File: src/rtl/bin2bcd_disp_feed_pkg.sv
// Shared constants, state encoding and helpers for the binary-to-BCD display feed.
// Sized for the 8-digit seven-segment scan driver.
package bin2bcd_disp_feed_pkg;

    localparam int DIGITS = 8;
    localparam int BCD_W  = 4;
    localparam int DCNT_W = 4;

    // Compile-time power of ten, used for the overflow threshold.
    function automatic longint pow10(input int n);
        longint r;
        r = 64'sd1;
        for (int i = 0; i < n; i++) begin
            r = r * 64'sd10;
        end
        return r;
    endfunction

    localparam longint MAX_DEC = pow10(DIGITS);

    typedef enum logic [1:0] {
        IDLE   = 2'd0,
        SHIFT  = 2'd1,
        FINISH = 2'd2
    } state_e;

endpackage

File: src/rtl/bin2bcd_disp_feed_add3.sv
// Single-nibble correction step of the shift-add-3 conversion:
// any digit of 5 or more is bumped by 3 so the following left shift carries correctly.
module bcd_add3_nibble (
    input  logic [3:0] Nib_In,
    output logic [3:0] Nib_Out
);

    // Add-3 correction for one BCD digit
    always_comb begin
        Nib_Out = Nib_In;
        if (Nib_In >= 4'd5) begin
            Nib_Out = Nib_In + 4'd3;
        end else begin
            Nib_Out = Nib_In;
        end
    end

endmodule

File: src/rtl/bin2bcd_disp_feed.sv
// Sequential double-dabble converter feeding the seven-segment scan driver.
// Result, digit count and overflow flag are updated together on completion and held otherwise.
module bin2bcd_disp_feed #(
    parameter int BIN_W  = 27,
    parameter int DIGITS = bin2bcd_disp_feed_pkg::DIGITS
) (
    input  logic                                     Clk,
    input  logic                                     Reset,
    input  logic                                     Start,
    input  logic [BIN_W-1:0]                         Bin_In,
    output logic                                     Busy,
    output logic                                     Done,
    output logic [4*DIGITS-1:0]                      Disp_Data,
    output logic [bin2bcd_disp_feed_pkg::DCNT_W-1:0] Digit_Cnt,
    output logic                                     Ovf
);

    import bin2bcd_disp_feed_pkg::*;

    localparam int          DIG_W     = BCD_W * DIGITS;
    localparam int          SR_W      = DIG_W + BIN_W;
    localparam int          CNT_W     = $clog2(BIN_W + 1);
    localparam logic [63:0] MAX_DEC_L = 64'(pow10(DIGITS));

    state_e              state_r;
    state_e              state_nxt_s;
    logic [CNT_W-1:0]    cnt_r;
    logic [SR_W-1:0]     sr_r;
    logic [BIN_W-1:0]    bin_r;
    logic [SR_W-1:0]     adj_s;
    logic [SR_W-1:0]     sr_shift_s;
    logic [DIG_W-1:0]    bcd_s;
    logic [DCNT_W-1:0]   dcnt_s;
    logic                ovf_s;
    logic                last_shift_s;

    // One add-3 corrector per BCD digit; the binary tail passes straight through
    for (genvar g = 0; g < DIGITS; g++) begin : g_add3
        bcd_add3_nibble u_add3 (
            .Nib_In  (sr_r[BIN_W + g*BCD_W +: BCD_W]),
            .Nib_Out (adj_s[BIN_W + g*BCD_W +: BCD_W])
        );
    end

    assign adj_s[BIN_W-1:0] = sr_r[BIN_W-1:0];
    // Whole-register shift: the bit leaving the top digit is a ten-millions carry we do not keep
    assign sr_shift_s       = adj_s << 1;
    assign bcd_s            = sr_r[SR_W-1 -: DIG_W];
    assign last_shift_s     = (cnt_r == CNT_W'(BIN_W - 1));
    assign ovf_s            = (64'(bin_r) >= MAX_DEC_L);

    // Significant-digit count: position of the highest nonzero digit, minimum one
    always_comb begin
        dcnt_s = DCNT_W'(1);
        for (int i = 0; i < DIGITS; i++) begin
            if (bcd_s[i*BCD_W +: BCD_W] != 4'd0) begin
                dcnt_s = DCNT_W'(i + 1);
            end else begin
                dcnt_s = dcnt_s;
            end
        end
    end

    // FSM state register
    always_ff @(posedge Clk) begin
        if (Reset) begin
            state_r <= IDLE;
        end else begin
            state_r <= state_nxt_s;
        end
    end

    // FSM next-state logic
    always_comb begin
        state_nxt_s = state_r;
        case (state_r)
            IDLE: begin
                if (Start) begin
                    state_nxt_s = SHIFT;
                end else begin
                    state_nxt_s = IDLE;
                end
            end
            SHIFT: begin
                if (last_shift_s) begin
                    state_nxt_s = FINISH;
                end else begin
                    state_nxt_s = SHIFT;
                end
            end
            FINISH:  state_nxt_s = IDLE;
            default: state_nxt_s = IDLE;
        endcase
    end

    // Datapath and output registers
    always_ff @(posedge Clk) begin
        if (Reset) begin
            cnt_r     <= '0;
            sr_r      <= '0;
            bin_r     <= '0;
            Busy      <= 1'b0;
            Done      <= 1'b0;
            Disp_Data <= '0;
            Digit_Cnt <= '0;
            Ovf       <= 1'b0;
        end else begin
            case (state_r)
                IDLE: begin
                    Done <= 1'b0;
                    if (Start) begin
                        sr_r  <= {{DIG_W{1'b0}}, Bin_In};
                        bin_r <= Bin_In;
                        cnt_r <= '0;
                        Busy  <= 1'b1;
                    end else begin
                        Busy  <= 1'b0;
                    end
                end
                SHIFT: begin
                    sr_r  <= sr_shift_s;
                    cnt_r <= cnt_r + CNT_W'(1);
                    Busy  <= 1'b1;
                    Done  <= 1'b0;
                end
                FINISH: begin
                    Busy <= 1'b0;
                    Done <= 1'b1;
                    Ovf  <= ovf_s;
                    if (ovf_s) begin
                        Disp_Data <= {DIGITS{4'h9}};
                        Digit_Cnt <= DCNT_W'(DIGITS);
                    end else begin
                        Disp_Data <= bcd_s;
                        Digit_Cnt <= dcnt_s;
                    end
                end
                default: begin
                    Busy <= 1'b0;
                    Done <= 1'b0;
                end
            endcase
        end
    end

endmodule

File: config.mk
export PLATFORM = sky130hd
export DESIGN_NAME = bin2bcd_disp_feed
export DESIGN_NICKNAME = d
export VERILOG_FILES = /design/src/rtl/bin2bcd_disp_feed_pkg.sv /design/src/rtl/bin2bcd_disp_feed_add3.sv /design/src/rtl/bin2bcd_disp_feed.sv
export SDC_FILE = /design/constraint.sdc
export NUM_CORES = 1
export LEC_CHECK = 0
export CAP_MARGIN = 20
export CELL_PAD_IN_SITES_DETAIL_PLACEMENT = 0
export CELL_PAD_IN_SITES_GLOBAL_PLACEMENT = 1
export CORE_ASPECT_RATIO = 0.6
export CORE_MARGIN = 3
export CORE_UTILIZATION = 30
export DETAILED_ROUTE_END_ITERATION = 10
export GPL_ROUTABILITY_DRIVEN = 0
export PLACE_DENSITY = 0.66
export REMOVE_ABC_BUFFERS = 1
export SLEW_MARGIN = 10
export SYNTH_ARGS = -nofsm -noshare
export SYNTH_HDL_FRONTEND = slang
export SYNTH_SLANG_ARGS = --single-unit
File: constraint.sdc
create_clock -name Clk -period 1.3 [get_ports Clk]
set_input_delay 0.26 -clock Clk [delete_from_list [all_inputs] [get_ports Clk]]
set_output_delay 0.26 -clock Clk [all_outputs]
set_load 0.03 [all_outputs]
### After elaboration in Yosys (flattened, before gate mapping)

Index checks and enable logic that the tools add are counted.

* add/sub/neg operators: 9
* order comparisons: 9
* eq/ne operators: 4
* muxes and demuxes: 27
* reduce and logical (&&, ||, !) cells: 11

Operators with widths (number)
* 59-bit one-hot mux with 2 select lines: 1
* 59-bit 2-to-1 mux: 1
* 4-bit 2-to-1 mux: 13
* 4-bit by 3-bit greater-or-equal comparator with 1-bit output, second input constant: 8
* 32-bit 2-to-1 mux: 1
* 4-bit by 2-bit adder with 4-bit output, second input constant: 7
* 4-bit nonzero test: 7
* 27-bit greater-or-equal comparator, second input constant: 1
* 5-bit one-hot mux with 2 select lines: 1
* 2-bit 2-to-1 mux: 3
* 5-bit by 1-bit adder with 5-bit output, second input constant: 1
* 5-bit equality test, second input constant: 1
* 5-bit 2-to-1 mux: 1
* 2-bit one-hot mux with 2 select lines: 1
* 2-bit AND reduction: 2
* 3-bit by 2-bit adder with 3-bit output, second input constant: 1
* 1-bit 2-to-1 mux: 3
* 3-bit 2-to-1 mux: 1
* 2-bit by 1-bit equality test with 1-bit output, second input constant: 1
* 2-bit equality test, second input constant: 1
* 2-bit logical NOT: 1
* 2-bit inequality test, second input constant: 1
* 1-bit one-hot mux with 2 select lines: 1
* 2-bit nonzero test: 1

* bits in registers: 132
* input bits: 30
* output and inout bits: 39

### Depth between registers and ports, before layout

* depth in word-level cells: 9
* depth in mapped cells: 8
* depth with buffers taken out: 7

### By module

Synthesis repeated with hierarchy kept, for this count alone.

* cells, all modules: 714
* area, all modules: 5694.2 sq um

Modules (own cells, without submodules)
* bin2bcd_disp_feed: instances 1, cells each 586, area each 4883.4 sq um, seq. area each 2482.4 sq um
* bcd_add3_nibble: instances 8, cells each 16, area each 101.3 sq um, seq. area each 0.0 sq um

### Worst setup path before layout

OpenSTA, ideal clock, no wires.

* path kind: register -> register
* start: reg bin_r[25]
* end: reg Disp_Data[10]
* library setup time: 117 ps
* data arrival time: 1358 ps
* path slack: -176 ps
* cell stages (with the launch flop): 7
* clock period less this slack: 1476 ps
* path through: dfxtp_1 > nand4b_4 > nor2_1 > and3_4 > nor3_4 > buf_6 > a22o_2

* cells in the longest elaborated chain, start to end: 2

RTL lines
* from (decl): RTL line bin2bcd_disp_feed.sv:29 `logic [BIN_W-1:0] bin_r;`
* from (signal assigned): RTL line bin2bcd_disp_feed.sv:113 `bin_r <= Bin_In;`
* 27-bit greater-or-equal comparator: RTL line bin2bcd_disp_feed.sv:50 `assign ovf_s = (64'(bin_r) >= MAX_DEC_L);`
* 32-bit 2-to-1 mux: RTL line bin2bcd_disp_feed.sv:130 `if (ovf_s) begin`
* to (signal assigned): RTL line bin2bcd_disp_feed.sv:131 `Disp_Data <= {DIGITS{4'h9}};`
* to (signal assigned): RTL line bin2bcd_disp_feed.sv:134 `Disp_Data <= bcd_s;`
* to (decl): RTL line bin2bcd_disp_feed.sv:13 `output logic [4*DIGITS-1:0] Disp_Data,`

No other way between the ends.
A chain may end at the register's enable or synchronous reset.

### Worst setup path in the final report

* start: reg bin_r[8]
* end: reg Disp_Data[22]

The elaborated chain is that of the path after synthesis.

==> results_dict.tcl <==
set metrics [dict create \
    setup_viol 120 \
    crit_fanout 16 \
    power_density_nw_per_um2 1080 \
    grt_pass1_vias 5438 \
    power.switching_mw 2.81 \
    h-tree-depth 4 \
    syn_avg_cell_area_um2 8.35 \
    antenna_left 0 \
    via_count 5439 \
    die-width_um 177 \
    rows 36 \
    yosysTopAreaCellShare_pct 46.9 \
    wl_met1_um 9850 \
    ys_warn_count 0 \
    ys_top_cells_by_count "dfxtp_1, nand2_1, a21oi_1" \
    cts_tree "done" \
    die_y_um 109 \
    regToRegSetupSlack_ns -0.23 \
    r2r-end "Disp_Data[22]$_SDFFE_PP0P_" \
    worstReg2RegStart "bin_r[8]$_SDFFE_PP0P_" \
    drt_iter0_drc 355 \
    critPathMaxStageDelay_ns 0.33 \
    syn2layout_area_growth_pct 92.8 \
    synth_edf_count 0 \
    clkPwrFrac_pct 49.4 \
    wl_per_cell_um 18.9 \
    skew_ns 0.00916 \
    start_util_pct 31.6 \
    vdd.ir_drop.worst_v 0.00102 \
    fillers 1285 \
    synthesis.instances 634 \
    fin_crit_ns 1.53 \
    rsz0062_at_grt "true" \
    wirelength_um 20000 \
    seq_area_um2 2530 \
    yosysSeqAreaShare_pct 46.9 \
    fmax_mhz 652 \
    multi_input_comb_area_um2 4010 \
    fin_tns_setup_ns -17.44 \
    hold_violations 0 \
    worstRegToRegCells 6 \
    timing.final.crit_share_pct 118 \
    clk_pin_slew_worst_paths_ns 0.06 \
    numCtsBuffers 17 \
    synth_most_common_cell "dfxtp_1" \
    comb_power_share_pct 14.2 \
    antenna_found_initial 0 \
    startpoint_type "flop" \
    viasPerCell 5.14 \
    cp_num_buf_inv 1 \
    cap_violations 0 \
    slowest_stage "dfxtp_2" \
    finalNetCount 867 \
    hold_path.class "in2reg" \
    p_leak_nw 3.98 \
    layout_setup_ws_ns -0.234 \
    synth_area_leaders "dfxtp_1, nand2_1, a21oi_1" \
    ioPinCount 69 \
    slew_headroom_pct 58.9 \
    drtPass1Iterations 5 \
    worstPathCellList "nor4_4, a21oi_2, and3_4, nor3_4, buf_12, a22o_1" \
    critical_path_class "reg2reg" \
    outcome "complete, but fails checks" \
    syn_area_um2 5290 \
    met3_wirelength_um 1060 \
    violations "setup timing" \
    drcViolationCount 0 \
    ctsLongestPathBuffers 2 \
    ys_ff_latch 124 \
    hold_buffers 0 \
    track_usage_pct 19.9 \
    max_slew.worst_pin.slew_ns 0.616 \
    power_mw 11.0 \
    p_int_mw 8.21 \
    async_flop_share_pct 0 \
    hp-start "Reset" \
    sw_frac_of_total_pct 25.5 \
    worstHoldEndpoint "sr_r[35]$_SDFFE_PP0P_" \
    core_area_um2 16800 \
    path_delay_family "simple AND/OR/NAND/NOR gates" \
    grt.overflow.total 0 \
    drive_gt1_share_pct 61.4 \
    cp-end-kind "flop" \
    n_antenna_cell 0 \
    worstPathArrival_ns 1.90 \
    wl_met2_um 8980 \
    seq_power_share_pct 36.4 \
    required_ns 1.66 \
    worstSkewPairLatency_ns 0.42 \
    synth_flop_cell "dfxtp_1" \
    grt_pass1_wl_um 29800 \
    startpoint "bin_r[8]$_SDFFE_PP0P_" \
    yosysTopAreaCell "dfxtp_1" \
    die-area_um2 19300 \
    grt_start_max_net_pins 44 \
    routed.top_layer "met4" \
    worstHoldPathCells 3 \
    cts-root-buf "clkbuf_16" \
    cts.sinks 124 \
    maxSlewViolCount 0 \
    ys_types 42 \
    dp_hpwl_um 10300 \
    portBuffers 68 \
]
-- state kept, by name (all words and copies together) (netlist names) --
signal	flops
Busy	1
Digit_Cnt	4
Disp_Data	32
Done	1
Ovf	1
bin_r	19
cnt_r	5
sr_r	59
state_r	2
-- stage by stage --
| step | worst slack, ns | instance area, um2 | instances | utilization (%) | hold WS, ns |
|---|---|---|---|---|---|
| after floorplan | -2.35 | 5110 | 593 | - | 0.329 |
| after global placement | -0.276 | 7090 | 977 | 42.3 | 0.442 |
| after detailed placement | -0.358 | 7090 | 977 | 42.3 | 0.451 |
| after CTS | -0.225 | 9340 | 1051 | 55.7 | 0.283 |
| after global routing | -0.317 | 10200 | 1059 | 60.9 | 0.297 |
| final | -0.234 | 10200 | 1059 | 60.9 | 0.296 |
-- power by group through the flow --
stage | clock [mW] | combinational, mW | sequential (mW)
final | 5.44 | 1.56 | 4.01
after global routing | 5.63 | 1.63 | 4.02
after CTS | 5.45 | 1.30 | 3.98
after detailed placement | 0 | 0.684 | 4.05
after global placement | 0 | 0.674 | 4.05
after floorplan | 0 | 0.261 | 4.04
-- logic make-up after synthesis --
group	share of synthesized area (%)
muxes	0.189
xor gates and xnor gates	2.48
DFF	46.9
buffers and inverters	5.25
AOI/OAI and AO/OA	19.4
and+or+nand+nor	21.3
adders and majority gates	4.49
-- worst max path at each step --
stage                                      end  slack (ns)  cells past startpoint
floorplan                cnt_r[2]$_SDFFE_PP0P_       -2.35                      4
global placement         sr_r[10]$_SDFFE_PP0P_       -0.28                      5
detailed placement        sr_r[8]$_SDFFE_PP0P_       -0.36                      5
CTS                 Disp_Data[13]$_SDFFE_PP0P_       -0.23                      6
global route        Disp_Data[22]$_SDFFE_PP0P_       -0.32                      6
finish              Disp_Data[22]$_SDFFE_PP0P_       -0.23                      6
-- routing by layer --
| metal | track usage (%) | vias up |
|---|---|---|
| met2 | 29.8 | 155 |
| met4 | 3.92 | 0 |
| met1 | 29.6 | 2682 |
| li1 | - | 2584 |
| met5 | 0 | - |
| met3 | 4.18 | 18 |
-- what timing repair did --
action	in CTS	in global routing
gates cloned	17	0
pin swaps	119	89
buffers inserted	27	14
resized for setup	257	211
setup endpoints to repair	120	123
-- tightest hold or removal path: cells and delay by family --
kind | cells | cell delay (ns)
buf+inv | 2 | 0.37
simple gates | 1 | 0.05
-- layout by cell type (no fill, tap or decap), drive strengths merged --
| master | instances |
|---|---|
| a211oi | 17 |
| a311oi | 1 |
| nor4 | 1 |
| clkbuf | 19 |
| a32o | 2 |
| and2b | 1 |
| clkinv | 5 |
| nand3 | 29 |
| a31oi | 35 |
| and2 | 8 |
| dfxtp | 124 |
| xnor2 | 15 |
| ha | 19 |
| nand4 | 3 |
| nor3b | 3 |
| bufinv | 5 |
| or2 | 2 |
| o221ai | 1 |
| nand3b | 1 |
| o311ai | 1 |
| inv | 27 |
| and3 | 3 |
| nand2 | 117 |
| a22o | 16 |
| nand2b | 10 |
| clkdlybuf4s50 | 28 |
| mux2i | 1 |
| nor2b | 1 |
| o21ai | 24 |
| buf | 178 |
| nor3 | 18 |
| a21oi | 62 |
| nor2 | 48 |
| a41oi | 1 |
| a21boi | 1 |
| clkinvlp | 2 |
| nand4b | 2 |
-- area by class of cell --
type | count | share of cell area [%]
inverter | 26 | 0.981
timing repair buffer | 206 | 25.6
sequential | 124 | 24.8
tap | 228 | 2.80
clock buffer | 19 | 4.44
multi-input combinational | 443 | 39.3
clock inverter | 13 | 2.10
Note: power is estimated with default switching activity, not from simulation.
